File: config.mk
export PLATFORM = sky130hd
export DESIGN_NAME = bus_master_6502
export DESIGN_NICKNAME = d
export VERILOG_FILES = /design/src/rtl/bus_master_6502.sv
export SDC_FILE = /design/constraint.sdc
export NUM_CORES = 1
export LEC_CHECK = 0
export ABC_AREA = 0
export BUFFER_PORTS_ARGS = -buffer_cell sky130_fd_sc_hd__buf_2
export CAP_MARGIN = 20
export CORE_UTILIZATION = 40
export DETAILED_ROUTE_END_ITERATION = 7
export GPL_ROUTABILITY_DRIVEN = 0
export GPL_TIMING_DRIVEN = 0
export PLACE_DENSITY = 0.65
export SLEW_MARGIN = 0
export SYNTH_ARGS = -nofsm -noshare
export SYNTH_HDL_FRONTEND = slang
export SYNTH_SLANG_ARGS = --single-unit
File: constraint.sdc
create_clock -name eclk -period 3.4 [get_ports eclk]
set_input_delay 0.51 -clock eclk [delete_from_list [all_inputs] [get_ports eclk]]
set_output_delay 0.51 -clock eclk [all_outputs]
set_load 0.05 [all_outputs]
File: src/rtl/bus_master_6502.sv
// 6502 bus initiator: runs queued read/write commands as phi1/phi2 bus cycles
// and returns read data through a single-entry response slot.
module bus_master_6502 #(
  parameter int unsigned PHI1_TICKS = 4,
  parameter int unsigned PHI2_TICKS = 4,
  parameter int unsigned FIFO_DEPTH = 4
) (
  input  logic        eclk,
  input  logic        ereset,
  input  logic        cmd_valid,
  output logic        cmd_ready,
  input  logic        cmd_rw,
  input  logic [15:0] cmd_addr,
  input  logic [7:0]  cmd_wdata,
  output logic        rsp_valid,
  input  logic        rsp_ready,
  output logic [7:0]  rsp_data,
  output logic [15:0] ab,
  output logic        rw,
  output logic [7:0]  db_o,
  input  logic [7:0]  db_i,
  output logic        clk2out,
  output logic        busy
);

  localparam int unsigned MAX_TICKS = (PHI1_TICKS > PHI2_TICKS) ? PHI1_TICKS : PHI2_TICKS;
  localparam int unsigned CNT_W     = $clog2(MAX_TICKS + 1);
  localparam int unsigned PTR_W     = (FIFO_DEPTH > 1) ? $clog2(FIFO_DEPTH) : 1;
  localparam int unsigned FCNT_W    = $clog2(FIFO_DEPTH + 1);

  localparam logic [CNT_W-1:0]  PHI1_LAST = CNT_W'(PHI1_TICKS - 1);
  localparam logic [CNT_W-1:0]  PHI2_LAST = CNT_W'(PHI2_TICKS - 1);
  localparam logic [FCNT_W-1:0] FIFO_FULL = FCNT_W'(FIFO_DEPTH);

  typedef enum logic {
    PHI1 = 1'b0,
    PHI2 = 1'b1
  } phase_e;

  typedef struct packed {
    logic        rd;
    logic [15:0] addr;
    logic [7:0]  wdata;
  } cmd_t;

  phase_e            state_q, state_d;
  logic [CNT_W-1:0]  tick_q, tick_d;
  logic              clk2out_q, clk2out_d;

  cmd_t              mem_q [FIFO_DEPTH];
  cmd_t              mem_d [FIFO_DEPTH];
  logic [PTR_W-1:0]  rd_ptr_q, rd_ptr_d;
  logic [PTR_W-1:0]  wr_ptr_q, wr_ptr_d;
  logic [FCNT_W-1:0] count_q, count_d;

  logic [15:0]       ab_q, ab_d;
  logic              rw_q, rw_d;
  logic [7:0]        db_o_q, db_o_d;
  logic              active_q, active_d;
  logic              rsp_valid_q, rsp_valid_d;
  logic [7:0]        rsp_data_q, rsp_data_d;
  logic              busy_q, busy_d;

  cmd_t              head_c;
  cmd_t              push_cmd_c;
  logic              launch_slot_c;
  logic              phi2_end_c;
  logic              full_c;
  logic              pop_c;
  logic              push_c;
  logic              capture_c;
  logic              cmd_ready_c;

  // Launch/capture timing and FIFO handshake flags
  assign launch_slot_c = (state_q == PHI1) && (tick_q == '0);
  assign phi2_end_c    = (state_q == PHI2) && (tick_q == PHI2_LAST);
  assign head_c        = mem_q[rd_ptr_q];
  assign full_c        = (count_q == FIFO_FULL);
  assign pop_c         = launch_slot_c && (count_q != '0) && (!head_c.rd || !rsp_valid_q);
  assign cmd_ready_c   = !full_c || pop_c;
  assign push_c        = cmd_valid && cmd_ready_c;
  assign capture_c     = phi2_end_c && active_q && rw_q;
  assign push_cmd_c    = '{rd: cmd_rw, addr: cmd_addr, wdata: cmd_wdata};

  // Phase sequencer: PHI1 -> PHI2 -> PHI1, counter cleared on each phase change
  always_comb begin
    state_d = state_q;
    tick_d  = tick_q + CNT_W'(1);
    if (state_q == PHI1) begin
      if (tick_q == PHI1_LAST) begin
        state_d = PHI2;
        tick_d  = '0;
      end
    end else begin
      if (tick_q == PHI2_LAST) begin
        state_d = PHI1;
        tick_d  = '0;
      end
    end
    clk2out_d = (state_d == PHI2);
  end

  // Command FIFO: simultaneous push and pop keep the count unchanged
  always_comb begin
    mem_d    = mem_q;
    rd_ptr_d = rd_ptr_q;
    wr_ptr_d = wr_ptr_q;
    count_d  = count_q;
    if (push_c) begin
      mem_d[wr_ptr_q] = push_cmd_c;
      wr_ptr_d        = wr_ptr_q + PTR_W'(1);
    end
    if (pop_c) begin
      rd_ptr_d = rd_ptr_q + PTR_W'(1);
    end
    if (push_c && !pop_c) begin
      count_d = count_q + FCNT_W'(1);
    end else if (pop_c && !push_c) begin
      count_d = count_q - FCNT_W'(1);
    end
  end

  // Bus drive, read capture, response slot and busy tracking
  always_comb begin
    ab_d        = ab_q;
    rw_d        = rw_q;
    db_o_d      = db_o_q;
    active_d    = active_q;
    rsp_valid_d = rsp_valid_q;
    rsp_data_d  = rsp_data_q;
    if (launch_slot_c) begin
      if (pop_c) begin
        ab_d     = head_c.addr;
        rw_d     = head_c.rd;
        active_d = 1'b1;
        if (!head_c.rd) begin
          db_o_d = head_c.wdata;
        end
      end else begin
        rw_d = 1'b1;
      end
    end
    if (phi2_end_c) begin
      active_d = 1'b0;
    end
    if (capture_c) begin
      rsp_valid_d = 1'b1;
      rsp_data_d  = db_i;
    end else if (rsp_valid_q && rsp_ready) begin
      rsp_valid_d = 1'b0;
    end
    busy_d = (count_d != '0) || active_d;
  end

  // State registers; reset aborts any cycle in flight
  always_ff @(posedge eclk or negedge ereset) begin
    if (!ereset) begin
      state_q     <= PHI1;
      tick_q      <= '0;
      clk2out_q   <= 1'b0;
      for (int i = 0; i < int'(FIFO_DEPTH); i++) begin
        mem_q[i] <= '0;
      end
      rd_ptr_q    <= '0;
      wr_ptr_q    <= '0;
      count_q     <= '0;
      ab_q        <= '0;
      rw_q        <= 1'b1;
      db_o_q      <= '0;
      active_q    <= 1'b0;
      rsp_valid_q <= 1'b0;
      rsp_data_q  <= '0;
      busy_q      <= 1'b0;
    end else begin
      state_q     <= state_d;
      tick_q      <= tick_d;
      clk2out_q   <= clk2out_d;
      mem_q       <= mem_d;
      rd_ptr_q    <= rd_ptr_d;
      wr_ptr_q    <= wr_ptr_d;
      count_q     <= count_d;
      ab_q        <= ab_d;
      rw_q        <= rw_d;
      db_o_q      <= db_o_d;
      active_q    <= active_d;
      rsp_valid_q <= rsp_valid_d;
      rsp_data_q  <= rsp_data_d;
      busy_q      <= busy_d;
    end
  end

  assign cmd_ready = cmd_ready_c;
  assign rsp_valid = rsp_valid_q;
  assign rsp_data  = rsp_data_q;
  assign ab        = ab_q;
  assign rw        = rw_q;
  assign db_o      = db_o_q;
  assign clk2out   = clk2out_q;
  assign busy      = busy_q;

endmodule

# [After elaboration in Yosys (flattened, before gate mapping)]
# Index checks and enable logic that the tools add are counted.
[totals] register_bits=147 latchBits=0 ramBits=0 rom_bits=0 inputBits=37 out_inout_bits=37 wordCells=81 memories=0
[classes] n_addsub=5 multipliers=0 div=0 order_cmp=3 eq_ne=2 shifts=0 n_mux=18 bitwise=4 n_reduce_logical=25
[ops] operator="$bwmux 100" n=1
[ops] operator="$mux 25" n=3
[ops] operator="$bmux 25 s2" n=1
[ops] operator="$demux 25 s2" n=1
[ops] operator="$logic_and 1x1->1" n=11
[ops] operator="$mux 1" n=9
[ops] operator="$mux 3" n=3
[ops] operator="$add 3x1->3 const B" n=2
[ops] operator="$ge 3x3->1 const B" n=2
[ops] operator="$not 2->3" n=2
[ops] operator="$reduce_bool 3->1" n=2
[ops] operator="$logic_not 1->1" n=5
[ops] operator="$add 2x1->2 const B" n=2
[ops] operator="$eq 3x2->1 const B" n=1
[ops] operator="$eq 3x3->1 const B" n=1
[ops] operator="$logic_not 3->1" n=1
[ops] operator="$logic_or 1x1->1" n=3
[ops] operator="$lt 3x1->1 const B" n=1
[ops] operator="$reduce_and 3->1" n=1
[ops] operator="$sub 3x1->3 const B" n=1
[ops] operator="$not 1->1" n=2
[ops] operator="$reduce_and 2->1" n=1
[ops] operator="$reduce_bool 2->1" n=1

# [Logic depth before layout (Yosys ltp)]
# Gate-level depths: netlist of run 1.
[logic_depth] depth_word=15 mapped_depth=9 depth_no_buf=7

# [Least setup slack after synthesis of run 1]
# Ideal clock, no wire load.
[synth_path] path_type="reg2reg" from="reg, netlist name clk2out" to="reg mem_q[0] (netlist name)" arrival_time_ps=2930 slack_ps=345 stages_incl_launch_ff=7 n_path_buf=1 period_less_slack_ps=3055 path_cell_list="dfrtp_1 -> nor3b_2 -> nand2_1 -> o21ai_1 -> nand3_1 -> buf_2 -> mux2_2"
[synth_rtl] element="end signal, assigned" line_no="178" source="mem_q <= mem_d;"
[synth_rtl] element="end, declared" line_no="50" source="cmd_t mem_q [FIFO_DEPTH];"

# [Final worst setup path of run 1]
[layout_path] from="reg tick_q[0]" to="reg ab_q[9], in the netlist ab[9]"
[layout_between] elab_chain_cells=5
[layout_rtl] element="start, declared" line_no="47" source="logic [CNT_W-1:0] tick_q, tick_d;"
[layout_rtl] element="start signal, assigned" line_no="176" source="tick_q <= tick_d;"
[layout_rtl] element="$logic_not 3->1 *" line_no="75" source="assign launch_slot_c = (state_q == PHI1) && (tick_q == '0);"
[layout_rtl] element="$logic_and 1x1->1 *" line_no="75"
[layout_rtl] element="$logic_and 1x1->1 (2 in a row)" line_no="79" source="assign pop_c = launch_slot_c && (count_q != '0) && (!head_c.rd || !rsp_valid_q);"
[layout_rtl] element="$reduce_and 2->1 (no source line) *"
[layout_rtl] element="end signal, assigned" line_no="167" source="ab_q <= '0;"
[layout_rtl] element="end signal, assigned" line_no="182" source="ab_q <= ab_d;"
[layout_rtl] element="end, declared" line_no="56" source="logic [15:0] ab_q, ab_d;"
# Mark *: on every way between the ends. The rest lies on a longest branch, timed or not.
# A chain may end at the register's enable or synchronous reset.

==> impl_metrics.py, run 1 <==
metrics = {
    "cts": {
        "clock_insertion_delay_worst_skew_ns": 0.41,
        "post-cts-setup-buffers": 0,
        "clockBufferDepth": 2,
        "clkSinkCount": 147,
        "cts_max_level": 4,
        "post_cts.resized_instances": 0,
        "tritoncts": "done",
        "cts-hold-fix-buffers": 0,
        "cts_root_buffer": "clkbuf_16",
        "clock_transition_at_the_registers_of_the_reported_paths_ns": 0.06,
        "tritoncts.num_buffers": 17,
    },
    "cells_and_area": {
        "postLayoutCoreUtil_pct": 49.52,
        "final_cells": 716,
        "area.growth.synth_to_final_pct": 19.91,
        "post-route-cell-area_um2": 7612,
        "finalNetCount": 539,
        "seq_area_um2": 3680,
        "number_of_antenna_cells_inserted": 0,
        "multi_input_area_um2": 2546,
        "fill_cells": 1327,
        "drive_gt1_share_pct": 55.84,
    },
    "worst_setup_path": {
        "timing.rr.end": "ab[9]",
        "ff2ff_path_depth": 8,
        "critical_path.endpoint_type": "register",
        "worst_path_buffer_plus_inverter_count": 3,
        "crit_start": "tick_q[0]",
        "rr_startpoint": "tick_q[0]",
        "cp_data_required_time_ns": 3.70,
        "crit_family": "buffers and inverters",
        "timing.critical_path.cells": "inv_1 > ha_1 > nor3b_2 > nand2_1 > nor2_1 > buf_1 > buf_2 > mux2_2",
        "worst-r2r-setup-slack_ns": 0.54,
        "cp_max_fo": 10,
        "crit_arrival_ns": 3.16,
        "timing.critical_path.slowest_stage_cell": "buf_1",
        "termination_of_the_worst_setup_path": "ab[9]",
        "timing.critical_path.from_type": "register",
        "timing_worst_setup_path_type": "register to register",
        "critPathMaxStageDelay_ns": 0.64,
        "cp.depth": 8,
    },
    "power_and_ir_drop": {
        "cellLeakagePower_nw": 3.366,
        "max-vdd-ir-drop_v": 0.0004717,
        "power.density_nw_per_um2": 1068,
        "final_total_power_mw": 8.131,
    },
    "synthesis": {
        "post_synth_main_area_contributors": "dfrtp_1 58%, mux2_2 24%, mux4_2 8.5%, ha_1 2.0%, buf_2 0.87%",
        "synth_fp_nets": 444,
        "synthDominantAreaCellType": "dfrtp_1",
        "synth.yosys.warnings": 0,
        "yosys_most_used_dff": "dfrtp_1",
        "ys_ff_latch": 147,
        "synthesis.area_um2": 6349,
        "portion_of_synthesized_cell_area_occupied_by_the_leading_cell_type_pct": 57.55,
        "synth_cell_type_count": 39,
        "syn-instance-count": 397,
        "async_flop_share_pct": 100.0,
        "synth_enable_flop_cells": 0,
        "seq_area_frac_synth_pct": 57.96,
        "synth_area_per_cell_um2": 15.99,
    },
    "timing": {
        "rsz_0062_raised_after_global_routing": "false",
        "finalHoldViolCount": 0,
        "fin_skew_ns": 0.007773,
        "timing_worst_slew_pin_value_ns": 0.8155,
        "setup-violations-final": 0,
        "min_period_over_period_pct": 84.05,
        "timing.slew.headroom_pct": 45.63,
        "layout_min_cycle_time_ns": 2.858,
        "setup_ws_ns": 0.5424,
        "final.hold.worst_slack_ns": 0.08807,
        "max_freq_mhz": 349.9,
        "final-max-slew-violation-count": 0,
        "total_negative_setup_slacks_ns": 0,
    },
    "drt": {
        "drt-wirelength-per-cell_um": 17.34,
        "dr_total_vias": 3624,
        "wl_met2_mm": 6.410,
        "final_antenna_net_count": 0,
        "finalWirelength_mm": 12.42,
        "drc_violations": 0,
        "highest-signal-layer": "met4",
        "wl_met3_um": 343,
        "drtPass1Iterations": 4,
        "drt_iter0_markers": 135,
        "vias_per_cell": 5.061,
        "met1Wirelength_mm": 5.470,
    },
    "placed_design": {
        "post-place-ws_ns": 0.4805,
        "dpl_cell_area_um2": 7019,
        "io_buffer_count": 73,
        "post-dp-hpwl_mm": 8.407,
        "place_inst": 683,
    },
    "hold_path": {
        "hp-class": "primary input to asynchronous set/reset pin",
    },
    "floorplanning": {
        "placeableCoreArea_um2": 15370,
        "core_rows": 45,
        "die_width_um": 128.0,
        "design.die.area_um2": 16380,
        "floorplan.io_pins": 74,
        "start_util_pct": 41.30,
        "die_height_um": 128.0,
    },
    "global_routing": {
        "globalRouteOverflowTotal": 0,
        "via_count_of_the_first_global_routing_pass": 3980,
        "grt.total_usage_pct": 16.71,
        "grt_pass1_wl_mm": 20.55,
        "largest_net_degree_at_the_start_of_global_routing": 81,
        "antenna_found_initial": 0,
    },
    "run": {
        "maxCapViolations": 0,
    },
    "outcome": {
        "outcome": "complete, no violations",
    },
}
==> registers in the layout (all words and copies together) (netlist names) <==
register,count
active_q,1
count_q,3
ab,16
mem_q,100
tick_q,3
db_o,8
rw,1
rsp_valid,1
rd_ptr_q,2
clk2out,1
wr_ptr_q,2
busy,1
rsp_data,8
==> layout by cell type (no fill, tap or decap), types with 2 or more instances in the layout <==
master / n
a211o_1: 2
a21oi_1: 2
buf_1: 2
buf_2: 83
buf_6: 2
bufinv_16: 2
clkbuf_1: 4
clkbuf_16: 17
clkinv_2: 4
clkinvlp_4: 5
dfrtp_1: 146
ha_1: 10
inv_1: 10
mux2_2: 133
mux2i_2: 2
mux4_2: 24
nand2_1: 8
nand2b_1: 3
nand3_1: 6
nor2_1: 5
nor2b_1: 3
nor3_1: 3
o2111a_1: 2
xnor2_1: 2
==> layer usage <==
layer,vias up,global-route usage [%]
met5,-,0
met1,1891,21.21
met2,55,27.88
met4,0,6.713
li1,1658,-
met3,20,3.715
==> worst min-delay path by stage <==
stage          startpoint         to  slack [ns]  depth (start not counted)
2_1_floorplan      ereset      ab[0]        0.21                          0
3_3_place_gp    tick_q[0]  tick_q[0]        0.45                          1
3_5_place_dp    tick_q[0]  tick_q[0]        0.46                          1
4_1_cts            ereset  mem_q[36]        0.11                          1
5_1_grt            ereset  mem_q[36]        0.13                          1
6_report           ereset  mem_q[36]        0.09                          1
==> cells by family (layout without fill, tap and decap cells) <==
logic type / count (synthesis) / count (layout) / share of synthesized area (%)
muxes: 159 / 159 / 32.54
and+or+nand+nor: 35 / 35 / 3.094
AOI/OAI and AO/OA: 16 / 16 / 2.089
xor gates and xnor gates: 3 / 3 / 0.4140
adders and majority gates: 10 / 10 / 1.971
buffers and inverters: 27 / 135 / 1.931
DFF: 147 / 147 / 57.96
==> report_power, final <==
part / total, mW / switching, mW / internal [mW]
Combinational: 3.25 / 1.71 / 1.54
Clock: 1.82 / 0.722 / 1.10
Sequential: 3.06 / 0.439 / 2.62
Total: 8.13 / 2.87 / 5.26
==> final cells by class <==
class	instances	area share, %
timing repair buffer	76	5.539
clock buffer	19	5.819
multi-input combinational	223	33.45
buffer	17	1.118
sequential	147	48.34
inverter	10	0.4931
clock inverter	13	1.775
tap	211	3.468
==> cells in the mapped netlist (2+ instances only) <==
| cell type | instances |
|---|---|
| nor2b_1 | 3 |
| buf_2 | 11 |
| clkbuf_1 | 3 |
| a211o_1 | 2 |
| dfrtp_1 | 146 |
| mux2_2 | 133 |
| nand2_1 | 8 |
| nor2_1 | 5 |
| ha_1 | 10 |
| mux4_2 | 24 |
| mux2i_2 | 2 |
| nand2b_1 | 3 |
| nand3_1 | 6 |
| o2111a_1 | 2 |
| a21oi_1 | 2 |
| buf_1 | 2 |
| xnor2_1 | 2 |
| nor3_1 | 3 |
| inv_1 | 10 |
Power figures use the tool's default switching activity.
==> inputs of run 2 (changes only) <==
PLACE_DENSITY = 0.67   (was 0.65)
clock period = 2.5 ns   (was 3.4 ns; I/O delays follow)
==> run 2 against run 1 <==
- power grew 36%
- clock skew shrank 0.00064 ns
- worst hold slack gained 0.063 ns
- maximum frequency grew 17%
- critical path depth shrank 1
- wire length grew 3.5%
- non-clock buffer count grew 5
- core utilization grew 0.49 points
- combinational power grew 40%
- sequential cell count is the same
- critical endpoint is now mem_q[11]
- highest routed layer unchanged
==> impl_metrics.py, run 2 (synthesized netlist as in run 1, its figures left out) <==
metrics = {
    "outcome": {
        "outcome": "complete, no violations",
    },
    "global_routing": {
        "antenna_found_initial": 1,
        "grt_use_met1_pct": 21.09,
        "via_count_of_the_first_global_routing_pass": 4003,
        "grt_most_used_layer": "met2",
        "globalRouteMet3Util_pct": 4.674,
        "globalRouteOverflowTotal": 0,
        "grt.total_usage_pct": 17.16,
        "grt_pass1_wl_mm": 20.91,
        "largest_net_degree_at_the_start_of_global_routing": 107,
        "gr-usage-met2_pct": 28.61,
    },
    "cells_and_area": {
        "multi_input_area_um2": 2619,
        "largest_register_ff_count": 100,
        "post-route-cell-area_um2": 7687,
        "seq_area_um2": 3681,
        "final_cell_mix": "145 x dfrtp_1, 133 x mux2_2, 84 x buf_2, 24 x mux4_2, 17 x clkbuf_16",
        "postLayoutCoreUtil_pct": 50.01,
        "regMostFlops": "mem_q",
        "finalNetCount": 545,
        "fill_cells": 1288,
        "number_of_antenna_cells_inserted": 0,
        "drive_gt1_share_pct": 56.97,
        "layout_commonest_cell": "dfrtp_1",
        "area.growth.synth_to_final_pct": 21.09,
        "final_cells": 720,
    },
    "power_and_ir_drop": {
        "max-vdd-ir-drop_v": 0.0006791,
        "relative_contribution_of_the_clock_network_to_total_power_pct": 21.1,
        "net_switching_share_of_the_total_power_pct": 35.36,
        "total_switching_power_mw": 3.908,
        "power.density_nw_per_um2": 1437,
        "pwr-share-comb_pct": 41.2,
        "power.internal_mw": 7.143,
        "cellLeakagePower_nw": 3.392,
        "final_total_power_mw": 11.05,
        "pwr-share-seq_pct": 37.7,
    },
    "cts": {
        "clock_insertion_delay_worst_skew_ns": 0.42,
        "clockBufferDepth": 2,
        "cts_root_buffer": "clkbuf_16",
        "clock_transition_at_the_registers_of_the_reported_paths_ns": 0.06,
        "cts_max_level": 4,
        "tritoncts": "done",
        "tritoncts.num_buffers": 17,
        "clkSinkCount": 147,
    },
    "timing": {
        "timing.slew.headroom_pct": 48.34,
        "layout_min_cycle_time_ns": 2.438,
        "rsz_0062_raised_after_global_routing": "true",
        "min_period_over_period_pct": 97.51,
        "fin_skew_ns": 0.007132,
        "timing_worst_slew_pin_value_ns": 0.7750,
        "setup_ws_ns": 0.06214,
        "total_negative_setup_slacks_ns": 0,
        "final-max-slew-violation-count": 0,
        "final.hold.worst_slack_ns": 0.1506,
        "finalHoldViolCount": 0,
        "max_freq_mhz": 410.2,
        "setup-violations-final": 0,
    },
    "floorplanning": {
        "start_util_pct": 41.30,
        "design.die.area_um2": 16380,
        "core_rows": 45,
        "die_height_um": 128.0,
        "placeableCoreArea_um2": 15370,
        "floorplan.io_pins": 74,
        "die_width_um": 128.0,
    },
    "worst_setup_path": {
        "timing_worst_setup_path_type": "register to register",
        "termination_of_the_worst_setup_path": "mem_q[11]",
        "timing.critical_path.from_type": "register",
        "worst-r2r-setup-slack_ns": 0.06,
        "cp_max_fo": 10,
        "timing.critical_path.slowest_stage_cell": "buf_2",
        "timing.critical_path.cells": "buf_6 > mux2i_4 > o22ai_4 > o21ai_4 > nand3_1 > buf_2 > mux2_2",
        "crit_arrival_ns": 2.73,
        "rr_startpoint": "rd_ptr_q[1]",
        "cp_data_required_time_ns": 2.79,
        "critical_path.endpoint_type": "register",
        "critPathMaxStageDelay_ns": 0.40,
        "timing.rr.end": "mem_q[11]",
        "crit_start": "rd_ptr_q[1]",
        "ff2ff_path_depth": 7,
    },
    "hold_path": {
        "worstHoldStart": "rsp_ready",
        "hp-class": "primary input to register",
    },
    "placed_design": {
        "post-place-ws_ns": -0.4077,
        "dpl_cell_area_um2": 7024,
        "place_inst": 682,
        "io_buffer_count": 73,
        "post-dp-hpwl_mm": 8.375,
    },
    "drt": {
        "drc_violations": 0,
        "vias_per_cell": 5.167,
        "drt-wirelength-per-cell_um": 17.85,
        "final_antenna_net_count": 0,
        "drtPass1Iterations": 4,
        "drt_iter0_markers": 145,
        "dr_total_vias": 3720,
        "finalWirelength_mm": 12.85,
    },
    "run": {
        "maxCapViolations": 0,
    },
}
run 2: cell types whose count changed in the layout (fill, tap and decap cells not counted), sizes merged, moves of 2 or more:
cell,previous run,this run
clkinvlp,5,1
clkinv,5,3
buf,90,93
clkbuf,22,28
run 2: per-layer routing:
| metal | vias to the layer above | share of wire, % |
|---|---|---|
| met4 | 0 | 1.7 |
| met1 | 1943 | 43 |
| met3 | 14 | 3.7 |
| li1 | 1679 | - |
| met5 | - | 0 |
| met2 | 84 | 51 |
run 2: worst min path at each step:
stage | slack, ns | endpoint | depth (start not counted)
CTS | 0.14 | rsp_valid | 2
floorplan | 0.08 | ab[0] | 0
global placement | 0.45 | tick_q[0] | 1
detailed placement | 0.32 | mem_q[37] | 1
finish | 0.15 | rsp_valid | 2
global route | 0.17 | rsp_data[6] | 2
run 2: cell type report:
class	count	area share, %
Clock inverter	5	0.6836
Timing Repair Buffer	81	5.908
Sequential cell	147	47.88
Buffer	17	1.221
Multi-Input combinational cell	224	34.07
Clock buffer	25	6.315
Inverter	10	0.4883
Tap cell	211	3.434
run 2: what timing repair did:
item                                   CTS  global route
pin swaps                                0             5
resized for setup                       10             3
buffers inserted                         2             4
hold buffers                             1             0
gates cloned                             0             1
setup endpoints to repair              108            90
endpoints found under the hold margin   41             0
run 2: critical path: cells and delay by family, from the launching register on:
family,cells,cell delay [ns]
mux,2,0.60
simple gates,1,0.35
buf+inv,2,0.55
compound gates,2,0.44
flops,1,0.37
run 2: power groups by stage:
| stage | registers, mW | clock network (mW) | logic, mW |
|---|---|---|---|
| after floorplan | 5.00 | 0 | 2.57 |
| after detailed placement | 4.19 | 0 | 4.50 |
| final | 4.16 | 2.34 | 4.55 |
| after CTS | 4.16 | 2.40 | 4.59 |
| after global routing | 4.31 | 2.49 | 4.86 |
| after global placement | 4.09 | 0 | 4.34 |
